--- src/rtl/parking_pkg.sv ---
// parking_pkg: shared FSM state type and default sizing for the parking gate controller
package parking_pkg;

   typedef enum logic [1:0] {
      IDLE     = 2'd0,
      OPEN_IN  = 2'd1,
      OPEN_OUT = 2'd2
   } gate_state_t;

   localparam int DEF_CAPACITY         = 8;
   localparam int DEF_GATE_OPEN_CYCLES = 16;

endpackage

--- src/rtl/parking_gate_controller_rise_detect.sv ---
// rise_detect: registers the previous button level and flags a low-to-high transition
module rise_detect (
   input  logic clk,
   input  logic rstN,
   input  logic level,
   output logic rise
);

   logic r_prev;

   // previous level tracks the input every cycle, regardless of FSM state
   always_ff @(posedge clk or negedge rstN) begin
      if (!rstN) r_prev <= 1'b0;
      else       r_prev <= level;
   end

   assign rise = level & ~r_prev;

endmodule

--- src/rtl/parking_gate_controller.sv ---
// parking_gate_controller: barrier FSM with occupancy counting, gate hold timer and event pulses
module parking_gate_controller
   import parking_pkg::*;
#(
   parameter  int CAPACITY         = DEF_CAPACITY,
   parameter  int GATE_OPEN_CYCLES = DEF_GATE_OPEN_CYCLES,
   localparam int CNT_W            = $clog2(CAPACITY + 1),
   localparam int TMR_W            = $clog2(GATE_OPEN_CYCLES + 1)
) (
   input  logic             clk,
   input  logic             rstN,
   input  logic             entryButton,
   input  logic             exitButton,
   output logic             gateOpen,
   output logic [CNT_W-1:0] occupancy,
   output logic             full,
   output logic             empty,
   output logic             entryDenied,
   output logic             exitError
);

   localparam logic [CNT_W-1:0] CAP_V  = CNT_W'(CAPACITY);
   localparam logic [TMR_W-1:0] TMR_LD = TMR_W'(GATE_OPEN_CYCLES - 1);

   gate_state_t      r_state, w_state_nxt;
   logic [TMR_W-1:0] r_timer, w_timer_nxt;
   logic [CNT_W-1:0] r_occ, w_occ_nxt;
   logic             r_gate, w_gate_nxt;
   logic             r_full, r_empty, r_denied, r_exit_err;
   logic             r_armed;
   logic             w_entry_rise, w_exit_rise;
   logic             w_idle, w_do_exit, w_do_entry, w_denied, w_exit_err, w_tmr_done;

   rise_detect u_entry_rise (.clk(clk), .rstN(rstN), .level(entryButton), .rise(w_entry_rise));
   rise_detect u_exit_rise  (.clk(clk), .rstN(rstN), .level(exitButton),  .rise(w_exit_rise));

   // decode requests (exit wins over entry) and compute next state, timer, count and gate
   always_comb begin
      w_idle      = r_armed && (r_state == IDLE);
      w_do_exit   = w_idle & w_exit_rise & (r_occ != '0);
      w_exit_err  = w_idle & w_exit_rise & (r_occ == '0);
      w_do_entry  = w_idle & w_entry_rise & ~w_exit_rise & (r_occ != CAP_V);
      w_denied    = w_idle & w_entry_rise & ~w_exit_rise & (r_occ == CAP_V);
      w_tmr_done  = (r_state != IDLE) && (r_timer == '0);
      w_occ_nxt   = w_do_exit ? r_occ - CNT_W'(1) : w_do_entry ? r_occ + CNT_W'(1) : r_occ;
      w_state_nxt = w_do_exit ? OPEN_OUT : w_do_entry ? OPEN_IN : w_tmr_done ? IDLE : r_state;
      w_timer_nxt = (w_do_exit | w_do_entry) ? TMR_LD :
                    ((r_state != IDLE) && (r_timer != '0)) ? r_timer - TMR_W'(1) : r_timer;
      w_gate_nxt  = (w_do_exit | w_do_entry) ? 1'b1 : w_tmr_done ? 1'b0 : r_gate;
   end

   // register all state and outputs; r_armed masks the first edge after reset so a
   // button held through reset release does not count as a fresh press
   always_ff @(posedge clk or negedge rstN) begin
      if (!rstN) begin
         r_state    <= IDLE;
         r_timer    <= '0;
         r_occ      <= '0;
         r_gate     <= 1'b0;
         r_full     <= 1'b0;
         r_empty    <= 1'b1;
         r_denied   <= 1'b0;
         r_exit_err <= 1'b0;
         r_armed    <= 1'b0;
      end else begin
         r_state    <= w_state_nxt;
         r_timer    <= w_timer_nxt;
         r_occ      <= w_occ_nxt;
         r_gate     <= w_gate_nxt;
         r_full     <= (w_occ_nxt == CAP_V);
         r_empty    <= (w_occ_nxt == '0);
         r_denied   <= w_denied;
         r_exit_err <= w_exit_err;
         r_armed    <= 1'b1;
      end
   end

   assign gateOpen    = r_gate;
   assign occupancy   = r_occ;
   assign full        = r_full;
   assign empty       = r_empty;
   assign entryDenied = r_denied;
   assign exitError   = r_exit_err;

endmodule

--- config.mk ---
export PLATFORM = sky130hd
export DESIGN_NAME = parking_gate_controller
export DESIGN_NICKNAME = d
export VERILOG_FILES = /design/src/rtl/parking_pkg.sv /design/src/rtl/parking_gate_controller_rise_detect.sv /design/src/rtl/parking_gate_controller.sv
export SDC_FILE = /design/constraint.sdc
export NUM_CORES = 1
export LEC_CHECK = 0
export BUFFER_PORTS_ARGS = -buffer_cell sky130_fd_sc_hd__buf_2
export CAP_MARGIN = 0
export CELL_PAD_IN_SITES_DETAIL_PLACEMENT = 1
export CELL_PAD_IN_SITES_GLOBAL_PLACEMENT = 1
export CORE_MARGIN = 2
export CORE_UTILIZATION = 45
export DETAILED_ROUTE_END_ITERATION = 10
export PLACE_DENSITY_LB_ADDON = 0.2
export SYNTH_ARGS = -nofsm -noshare
export SYNTH_HDL_FRONTEND = slang
export SYNTH_SLANG_ARGS = --single-unit
--- constraint.sdc ---
create_clock -name clk -period 3.4 [get_ports clk]
set_clock_uncertainty 0.15 [all_clocks]
set_input_delay 0.34 -clock clk [delete_from_list [all_inputs] [get_ports clk]]
set_output_delay 0.34 -clock clk [all_outputs]
set_load 0.01 [all_outputs]
* Word level (Yosys, flattened, before mapping)
Index checks and enable logic that the tools add are counted.
** Operators by class
- $add $sub $neg :: 3
- Multipliers :: 0
- Div/mod/pow operators :: 0
- Order comparisons :: 0
- Eq/ne operators :: 3
- Shift-type cells :: 0
- Muxes and demuxes :: 9
- Bitwise gates (word level) :: 13
- Reductions and logical operators :: 13
** Operators by type and width (number)
- two-way mux 5 bit :: 2
- bitwise AND 1 bit :: 9
- equality test 4 bit (second input constant) :: 2
- zero test 4 bit :: 2
- two-way mux 4 bit :: 2
- two-way mux 2 bit :: 3
- nonzero test 2 bit :: 3
- zero test 5 bit :: 1
- nonzero test 5 bit :: 1
- subtractor 5 x 1 -> 5 bit (second input constant) :: 1
- adder 4 x 1 -> 4 bit (second input constant) :: 1
- inequality test 4 bit (second input constant) :: 1
- nonzero test 4 bit :: 1
- subtractor 4 x 1 -> 4 bit (second input constant) :: 1
- logical AND 1 bit :: 3
- NOT 1 bit :: 3
- nonzero test 3 bit :: 1
- zero test 2 bit :: 1
- two-way mux 1 bit :: 2
- bitwise OR 1 bit :: 1
** Storage, ports and cells
- Bits in registers :: 19
- Latch bits :: 0
- Memory bits (writable) :: 0
- Bits in read-only memories :: 0
- Output and inout bits :: 9
- Memories :: 0

* Logic depth before layout (Yosys ltp)
- Word-level depth :: 8
- Gate-level depth with buffers :: 8

* By module
A second synthesis with hierarchy kept.
** Unflattened totals
- Cell total of the unflattened synthesis :: 90
- Area, all modules :: 1028.5 um2
** Modules (own cells, without submodules)
- parking_gate_controller :: times used 1, cells an instance 86, area each 950.9 um2, seq. area each 426.7 um2
- rise_detect :: times used 2, cells an instance 2, area each 38.8 um2, seq. area each 25.0 um2

* Worst setup path after synthesis
No wires, ideal clock.
- Path kind :: reg-to-reg
- From :: register r_occ[0] (netlist: occupancy[0])
- To :: register r_empty (netlist: empty)
- Library setup time :: 0.069 ns
- Arrival time :: 2.091 ns
- Required time :: 3.181 ns
- Setup slack :: 1.090 ns
- Cell stages (with the launch flop) :: 9
- Path buffers :: 1
- Cells stage by stage :: dfrtp_1 > clkbuf_1 > inv_1 > ha_1 > nor3b_2 > nor3_1 > or4_1 > a211oi_2 > nor2b_1
** On the way
- Longest elaborated chain between the ends :: 5
** RTL lines
- start, declared :: line parking_gate_controller.sv:27 : logic [CNT_W-1:0] r_occ, w_occ_nxt;
- start signal, assigned :: line parking_gate_controller.sv:68 : r_occ <= w_occ_nxt;
- parallel branches: the longest is 3 deep, another holds adder 4 x 1 -> 4 bit
- two-way mux 4 bit * :: line parking_gate_controller.sv:45 : w_occ_nxt = w_do_exit ? r_occ - CNT_W'(1) : w_do_entry ? r_occ + CNT_W'(1) : r_occ;
- zero test 4 bit * :: line parking_gate_controller.sv:71 : r_empty <= (w_occ_nxt == '0);
- end signal, assigned :: line parking_gate_controller.sv:71
- end, declared :: line parking_gate_controller.sv:29 : logic r_full, r_empty, r_denied, r_exit_err;
Mark *: on every way between the ends.
A chain may end at the register's enable or synchronous reset.

* Final worst setup path
Same ends and word-level chain as after synthesis.

==> metrics.md <==
| Metric | Value |
|---|---|
| Commonest non-fill, non-tap cell in the layout | dfrtp_1 |
| P_int | 0.516 mW |
| Mean Syn Cell Area | 10.9 µm² |
| N_diodes | 0 |
| Synth-to-Final Area Change | 12.7% |
| WL final | 2.04 mm |
| Worst hold path class | primary input to register |
| Root Buffer | clkbuf_4 |
| Outcome | finished, final reports clean |
| Seq/Total Area, Yosys | 0.479 |
| Critical Path Source Type | register |
| Syn nets | 98 |
| Final ANT Viol Nets | 0 |
| Drt first pass iters | 4 |
| Final Hold Viols | 0 |
| Hold endpoint | u_exit_rise.r_prev |
| Reg2reg end | empty |
| Syn Inst Count | 91 |
| Synth cell types | 38 |
| Share of power burned in registers | 0.432 |
| Vias in the first global route | 772 |
| Post-Synth XOR/XNOR Area | 0.0352 |
| Drt via density | 5.36 |
| Overflow after GRT | 0 |
| Placer congestion estimate | 0.759 |
| Synthesized flop and latch total | 19 |
| Mapped Area | 995 µm² |
| Synth area leader | dfrtp_1 |
| Initial antenna violation count | 0 |
| Post-synthesis mux area share | 0.0101 |
| Die W | 51.0 µm |
| Clock buffer depth | 2 |
| Maxcap violations | 0 |
| Worst Path Required | 3.48 ns |
| Detailed-route via count | 724 |
| DR iter-0 viols | 8 |
| Initial Utilization | 0.463 |
| Placed Area | 1070 µm² |
| IO Count | 13 |
| Worst vdd ir | 0.465 mV |
| DPL Wire Length | 1.53 mm |
| Largest net degree at the start of global routing | 20 |
| Drt wl/cell | 15.1 µm |
| Post-Synth Adder-Cell Area | 0.0377 |
| Simple-gate share of the synthesized area | 0.244 |
| Largest family of logic cells by synthesized area | simple AND/OR/NAND/NOR gates |
| Unrepaired setup endpoints after global routing | false |
| Warnings from Yosys | 0 |
| H-tree levels | 1 |
| Tcrit/Tclk final | 0.728 |
| Logic pwr share | 0.439 |
| Fin. max-slew vios | 0 |
| R2R depth | 7 |
| Final Total Pwr | 0.876 mW |
| Post-Layout Cell Count | 135 |
| P per Cell Area | 782 nW/µm² |
| Resized cells post-CTS | 0 |
| Area contributors post-synth | dfrtp_1 45%, ha_1 3.8%, nand2_1 3.8%, inv_1 3.0%, a2111oi_4 2.8% |
| Sw Ratio | 0.411 |
| Design area | 1120 µm² |
| Most frequent cells in the layout | 18 x dfrtp_1, 12 x buf_2, 10 x nand2_1 |
| CP Max Fanout | 10 |
| Worst-path clk slew | 0.11 ns |
| Clock latency on the worst-skew pair | 0.29 ns |
| # clock sinks | 19 |
| DRC Markers | 0 |
| Clock group share of total power | 0.129 |
| Post-route minimum period | 2.48 ns |
| Total GRT Usage | 0.182 |
| Relative slew slack | 0.621 |
| Endpoints failing setup | 0 |
| Setup TNS | 0 ns |
| Top-area cell type share of the netlist area | 0.453 |
| Leakage Power | 0.509 nW |
| Fill cell total of the finished layout | 251 |
| Share of cells above drive strength 1 | 0.271 |
| CTS Buf Count | 3 |
| First-pass GRT wire length | 3.41 mm |
| CP Capture Type | register |
| Die Area | 2600 µm² |
| Hold path cells | 1 |
| FF-to-FF Start | occupancy[0] |
| Placed cells | 129 |
| Fmax | 0.404 GHz |
| R2R Setup Slk | 0.92 ns |
| Worst slew pin tran | 0.563 ns |
| CTS tree | yes |
| HP Start | exitButton |
| Compound-cell area share of the yosys netlist | 0.145 |
| Crit path DAT | 2.56 ns |
| Type of the worst setup path | register to register |
| Psw | 0.360 mW |
| Num rows | 17 |
| Placeable Area | 2150 µm² |
| Final nets | 115 |
| Port Buffers | 12 |
| Die height | 51.0 µm |
-- cell type report --
type	count	area, µm²	share of cell area
Multi-Input combinational cell	62	473	0.422
Clock buffer	4	26.3	0.0234
Timing Repair Buffer	14	80.1	0.0714
Inverter	8	30.0	0.0268
Tap cell	28	35.0	0.0312
Sequential cell	19	477	0.425
-- metal layers --
layer  vias up  wire length (µm)  GRT usage
li1        351                 -          -
met1       363               894      0.217
met2         8              1090      0.307
met3         2                39     0.0380
met4         0                17     0.0946
met5         -                 0          0
-- timing repair --
item / in CTS / in global routing
setup buffers: 0 / 0
endpoints found under the hold margin: 18 / 1
hold buffers: 1 / 1
-- cells by family after synthesis --
group,count (synthesis)
flip-flops,19
multiplexers,1
AND/OR/NAND/NOR,39
AO/OA/AOI/OAI,14
buffers and inverters,10
XOR/XNOR,4
other,1
adder cells (fa/ha/maj),3
-- synth_stat cells --
master and number:
dfrtp_1 18, nand2_1 10, inv_1 8, nor2_1 5
nor3_1 4, o21ai_0 4, ha_1 3, or4_1 3
xnor2_1 3, a211oi_2 2, and2b_2 2, and3_1 2
nor4_1 2, a2111oi_4 1, a21o_2 1, a221oi_2 1
a311o_1 1, a311oi_2 1, a31o_2 1, a31oi_1 1
and2_1 1, and4_1 1, buf_6 1, clkbuf_1 1
conb_1 1, dfstp_2 1, mux2i_1 1, nand2b_1 1
nor2b_1 1, nor3b_1 1, nor3b_2 1, nor4_4 1
o211ai_1 1, or2_2 1, or2b_1 1, or3b_1 1
or4b_2 1, xor2_1 1
-- critical path: stages, from the launching register on --
cell and delay, ns:
dfrtp_1 0.50, inv_1 0.16, ha_1 0.29, nor3b_2 0.31, nor3_1 0.15, or4_1 0.45, a211oi_2 0.25, nor2b_1 0.16
-- how the worst max path moves through the flow --
| stage | depth (start not counted) | end | slack [ns] | startpoint |
|---|---|---|---|---|
| finish | 7 | empty | 0.92 | occupancy[0] |
| global route | 7 | empty | 0.69 | occupancy[0] |
| CTS | 7 | empty | 0.89 | occupancy[0] |
| detailed placement | 7 | empty | 0.92 | occupancy[0] |
| global placement | 7 | empty | 1.07 | occupancy[0] |
| floorplan | 8 | empty | 1.09 | occupancy[0] |
-- sequential cells by signal (all words and copies together), names as in the netlist --
register             count
empty                    1
entryDenied              1
exitError                1
full                     1
gateOpen                 1
occupancy                4
r_armed                  1
r_state                  2
r_timer                  5
u_entry_rise.r_prev      1
u_exit_rise.r_prev       1
-- power by group through the flow --
stage               logic [mW]  registers (mW)  clock network (mW)
global placement         0.377           0.381                   0
detailed placement       0.385           0.385                   0
finish                   0.385           0.378               0.113
CTS                      0.390           0.380               0.118
global route             0.432           0.391               0.128
floorplan                0.295           0.374                   0
-- stage by stage --
stage,hold WS [ns],worst slack [ns],utilization
after floorplan,-0.106,1.09,-
after global placement,0.144,1.07,0.500
after detailed placement,0.153,0.924,0.500
after CTS,0.00462,0.890,0.517
after global routing,0.00506,0.695,0.522
final,0.0239,0.924,0.522
Power figures use the tool's default switching activity.
